**config.mk**
```make
export PLATFORM = sky130hd
export DESIGN_NAME = pwm_load_sequencer
export DESIGN_NICKNAME = d
export VERILOG_FILES = /design/src/rtl/pwm_load_sequencer.sv
export SDC_FILE = /design/constraint.sdc
export NUM_CORES = 1
export LEC_CHECK = 0
export ABC_AREA = 0
export CAP_MARGIN = 40
export CORE_AREA = 2 2 73 75
export CTS_BUF_LIST = sky130_fd_sc_hd__clkbuf_16
export CTS_CLUSTER_DIAMETER = 80
export DETAILED_ROUTE_END_ITERATION = 12
export DIE_AREA = 0 0 75 77
export PLACE_DENSITY = 0.68
export SYNTH_ARGS = -nofsm -noshare
export SYNTH_HDL_FRONTEND = slang
export SYNTH_SLANG_ARGS = --single-unit
```
**constraint.sdc**
```tcl
create_clock -name clk -period 2.41 [get_ports clk]
set_input_delay 0.241 -clock clk [delete_from_list [all_inputs] [get_ports clk]]
set_output_delay 0.241 -clock clk [all_outputs]
set_load 0.1 [all_outputs]
```
**src/rtl/pwm_load_sequencer.sv**
```systemverilog
// Streams one frame of (pulse width, phase) pairs from drive-data memory into the PWM
// preconditioner, then issues a single UPDATE strobe. Define PWM_LOAD_SYNC_EN to align UPDATE to TIME_CNT==511.
module pwm_load_sequencer #(
    parameter int DEPTH      = 249,
    parameter int RD_LATENCY = 2,
    localparam int AW        = (DEPTH > 1) ? $clog2(DEPTH) : 1
) (
    input  logic          clk,
    input  logic          rst_n,
    input  logic [8:0]    time_cnt,
    input  logic          start,
    output logic [AW-1:0] addr,
    input  logic [8:0]    pulse_width_in,
    input  logic [7:0]    phase_in,
    output logic          din_valid,
    output logic [8:0]    pulse_width,
    output logic [7:0]    phase,
    input  logic          dout_valid,
    output logic          update,
    output logic          busy,
    output logic          done
);

    typedef enum logic [2:0] {
        IDLE,
        READ,
        DRAIN,
        WAIT_PRE,
        WAIT_SYNC,
        UPD
    } state_t;

    localparam logic [AW-1:0] LAST_ADDR  = AW'(DEPTH - 1);
    localparam logic [2:0]    DRAIN_LAST = 3'(RD_LATENCY);

    state_t                state;
    logic [2:0]            drain_cnt;
    logic [RD_LATENCY-1:0] rd_pipe;
    logic                  sync_hit;

`ifdef PWM_LOAD_SYNC_EN
    // Leave WAIT_SYNC on 510 so UPDATE occupies the 511 cycle and the frame swaps at 0.
    assign sync_hit = (time_cnt == 9'd510);
`else
    logic unused_time_cnt;
    assign unused_time_cnt = ^time_cnt;
    assign sync_hit        = 1'b1;
`endif

    always_ff @(posedge clk or negedge rst_n) begin
        if (!rst_n) begin
            state     <= IDLE;
            addr      <= '0;
            drain_cnt <= '0;
            update    <= 1'b0;
            busy      <= 1'b0;
            done      <= 1'b0;
        end else begin
            update <= 1'b0;
            done   <= 1'b0;
            unique case (state)
                IDLE: begin
                    if (start) begin
                        state <= READ;
                        busy  <= 1'b1;
                        addr  <= '0;
                    end
                end
                READ: begin
                    if (addr == LAST_ADDR) begin
                        state     <= DRAIN;
                        drain_cnt <= '0;
                    end else begin
                        addr <= addr + 1'b1;
                    end
                end
                DRAIN: begin
                    // RD_LATENCY+1 cycles: memory latency plus the output register.
                    if (drain_cnt == DRAIN_LAST) begin
                        state <= WAIT_PRE;
                    end else begin
                        drain_cnt <= drain_cnt + 1'b1;
                    end
                end
                WAIT_PRE: begin
                    if (dout_valid) begin
                        state <= WAIT_SYNC;
                    end
                end
                WAIT_SYNC: begin
                    if (sync_hit) begin
                        state  <= UPD;
                        update <= 1'b1;
                    end
                end
                UPD: begin
                    state <= IDLE;
                    busy  <= 1'b0;
                    done  <= 1'b1;
                    addr  <= '0;
                end
                default: state <= IDLE;
            endcase
        end
    end

    // Valid tracks each issued address through the memory latency to the output register.
    always_ff @(posedge clk or negedge rst_n) begin
        if (!rst_n) begin
            rd_pipe     <= '0;
            din_valid   <= 1'b0;
            pulse_width <= '0;
            phase       <= '0;
        end else begin
            rd_pipe[0] <= (state == READ);
            for (int unsigned i = 1; i < RD_LATENCY; i++) begin
                rd_pipe[i] <= rd_pipe[i-1];
            end
            din_valid <= rd_pipe[RD_LATENCY-1];
            if (rd_pipe[RD_LATENCY-1]) begin
                pulse_width <= pulse_width_in;
                phase       <= phase_in;
            end
        end
    end

endmodule

```
# After elaboration in Yosys (flattened, before gate mapping)
# Index checks and enable logic that the tools add are counted.
# totals
output_inout_bits,29
register_bits,37
elab_cells,48
input_bits,30
# classes
n_mux,15
reduce_logical,8
n_eq_ne,13
addsub,2
# op_table
cell,n
8-bit one-hot mux with 3 select lines,1
3-bit 2-to-1 mux,6
8-bit 2-to-1 mux,2
3-bit one-hot mux with 5 select lines,1
"2-bit != test, second input constant",6
"3-bit by 2-bit equality test with 1-bit output, second input constant",3
"8-bit by 1-bit adder with 8-bit output, second input constant",1
"8-bit equality test, second input constant",1
"3-bit equality test, second input constant",2
3-bit one-hot mux with 2 select lines,1
3-bit AND reduction,2
4-bit AND reduction,1
2-bit nonzero test,2
"3-bit by 1-bit adder with 3-bit output, second input constant",1
"3-bit by 1-bit equality test with 1-bit output, second input constant",1
3-bit zero test,1
1-bit 2-to-1 mux,3
3-bit nonzero test,1
1-bit one-hot mux with 2 select lines,1
2-bit AND reduction,1

# Logic depth before layout (Yosys ltp)
# logic_depth
ltp_word,3
depth_mapped,7
depth_no_buf,6

# Worst setup path after synthesis
# No wires, ideal clock.
# synth_timing
path_kind,reg2reg
start,register addr[0]
end,register addr[2]
stages_incl_launch_ff,7
arrival_time_ps,2240
setup_time_ps,126
slack_ps,44
period_less_slack_ps,2366
required_ps,2284
path_buffers,0
cell_sequence,dfrtp_1 -> inv_1 -> ha_1 -> nand4b_1 -> nor2_2 -> a311o_1 -> a221o_1
# synth_between
elab_chain_len,3
word_cells_on_any_way,6
classes_between,add/sub: 1; eq/ne: 2; mux: 2; reduce/logical: 1
# synth_lines
element,line,rtl
start: declaration,12,"output logic [AW-1:0] addr,"
start signal: assignment,74,addr <= addr + 1'b1;
8-bit by 1-bit adder with 8-bit output / 8-bit equality test (equally long branches),"74, 70",
8-bit 2-to-1 mux / 2-bit != test (equally long branches),n/a,
8-bit one-hot mux with 3 select lines / 3-bit AND reduction (equally long branches),n/a,
# Several ways; a longest one is shown, not always the timed one. The select of a mux whose other input is x is not followed.
# A chain may end at the register's enable or synchronous reset.

# Final worst setup path
# Same ends and word-level chain as after synthesis.

==> metrics.csv <==
metric,value,unit
status,completed,
critical_path_class,flop to flop,
port_buffers,49,
dieArea,5780,um2
antenna_found_initial,0,
synth-seq-cells,37,
synth_top_area_share,57.9,%
place_ws,538,ps
slew_violations,0,
grt_pass1_vias,1105,
grt_use_total,11.4,%
rsz0062_at_grt,no,
clk_pin_slew_worst_paths,50,ps
fin_crit_sh,76.5,%
die_height,77,um
synth.largest_area_cell,dfrtp_1,
cts_tree,built,
hold_slack,63.6,ps
cp-startpoint,addr[0],
cts-root-buf,clkbuf_16,
clockBufferDepth,2,
ys_warn_count,0,
num_vias,1163,
drive_gt1_share,32.2,%
die_w,75,um
numCtsBuffers,5,
syn_avg_cell_area,12.5,um2
ctsHoldBuffers,0,
cp_slowest_cell,a311o_1,
cp_cell_sequence,inv_1 -> ha_1 -> nand4b_1 -> nor2_2 -> a311o_1 -> a221o_1,
htree_levels,2,
netlist_area,1600,um2
synth_cell_types,32,
drtIter0Drc,56,
async_reset_ff_share,100,%
cp-end-kind,flop,
wire_per_inst,12.2,um
cp.arrival,2000,ps
worstPathRequired,2560,ps
viasPerCell,4.65,
cp_top_family,compound AO/OA/AOI/OAI gates,
syn_nets,162,
grt_pass1_wl,5.06,mm
initial_core_util,32.1,%
ios,59,
rows,26,
yosys-top-cells-area,"dfrtp_1 58%, mux2_2 13%, ha_1 3.1%, a21oi_1 2.5%, a221o_1 2.5%",
diodes,0,
nets,213,
drc,0,
areaGrowthSynthToFinish,38.4,%
fmax,0.542,GHz
path_max_fanout,7,
hold_class,input pin to async pin,
dr.pass1.iters,3,
ctsResizeCount,0,
cp-start-kind,flop,
period_needed,1840,ps
wirelength,3.05,mm
grt_overflow,0,
fin_ws,566,ps
synth_top_cells_by_count,"37 x dfrtp_1, 19 x mux2_2, 8 x a21oi_1",
critical_path.max_stage_delay,450,ps
synth_most_common_cell,dfrtp_1,
cts_setup_buffers,0,
fillers,475,
drv_cap,0,
setup_violations,0,
skew,4.11,ps
clkLatencyLatePin,270,ps
finalHoldViolations,0,
synth_seq_area_share,57.9,%
max-slew-margin-rel,45.5,%
gp_congestion,0.704,
synth_edf_count,0,
tns,0,ps
timing.rr.start,addr[0],
worst_pin_slew,818,ps
grt_max_degree,38,
coreArea,4980,um2
cp.buffers_inverters,1,
dpl.hpwl,2.15,mm
synthFlopType,dfrtp_1,
antenna_left,0,
syn_inst,128,
clock-sinks,37,
path summary, 6_finish.rpt:
check	endpoint	slack, ps	depth (start not counted)
max	addr[2]	570	6
min	state[2]	60	1
max reg2reg	addr[2]	570	6
min reg2reg	rd_pipe[1]	350	0
max in group asynchronous	pulse_width[2]	1830	1
min in group clk	rd_pipe[1]	350	0
routing by layer:
layer	routed length, um	up-vias	global-route usage (%)
met5	0	-	0
met4	44	0	4.82
met3	232	7	4.20
met2	1420	39	17.9
met1	1350	547	13.9
li1	-	570	-
state kept, by name, indices dropped and copies added (netlist names):
name         flops
drain_cnt        3
busy             1
addr             8
update           1
done             1
rd_pipe          2
din_valid        1
phase            8
state            3
pulse_width      9
kinds of logic (layout without fill, tap and decap cells):
| kind of cell | count (synthesis) | in the layout | synth area share, % |
|---|---|---|---|
| flops | 37 | 37 | 57.9 |
| mux | 19 | 19 | 13.4 |
| xor+xnor | 1 | 1 | 0.548 |
| compound gates | 24 | 24 | 10.7 |
| fa+ha+maj | 4 | 4 | 3.13 |
| simple gates | 33 | 33 | 11.7 |
| buf+inv | 10 | 62 | 2.58 |
cell type report:
| type | count | area (um2) | share of cell area [%] |
|---|---|---|---|
| tap | 70 | 87.6 | 3.96 |
| multi-input combinational | 81 | 631 | 28.5 |
| sequential | 37 | 926 | 41.9 |
| inverter | 5 | 18.8 | 0.848 |
| timing repair buffer | 49 | 413 | 18.7 |
| clock buffer | 5 | 125 | 5.66 |
| clock inverter | 3 | 11.3 | 0.509 |
cells in the final DEF, fill, tap and decap left out, types with 2 or more instances in the layout:
master,count
a21oi_1,8
a221o_1,4
a22o_1,2
a31oi_1,2
and3_1,5
buf_4,29
clkbuf_16,5
clkdlybuf4s50_1,19
dfrtp_1,37
ha_1,4
inv_1,8
mux2_2,19
nand2_1,5
nand2b_1,3
nand3_1,4
nor2_1,6
nor2b_1,2
nor3_1,2
o21ai_0,2
stage by stage:
step	utilization, %	std cells	area (um2)
floorplan	-	128	1600
global placement	41.7	242	2080
detailed placement	41.7	242	2080
CTS	44.4	250	2210
global route	44.4	250	2210
finish	44.4	250	2210
Power is not shown: default switching activity piles up to over one toggle a cycle in this logic, so the estimate is an artifact.
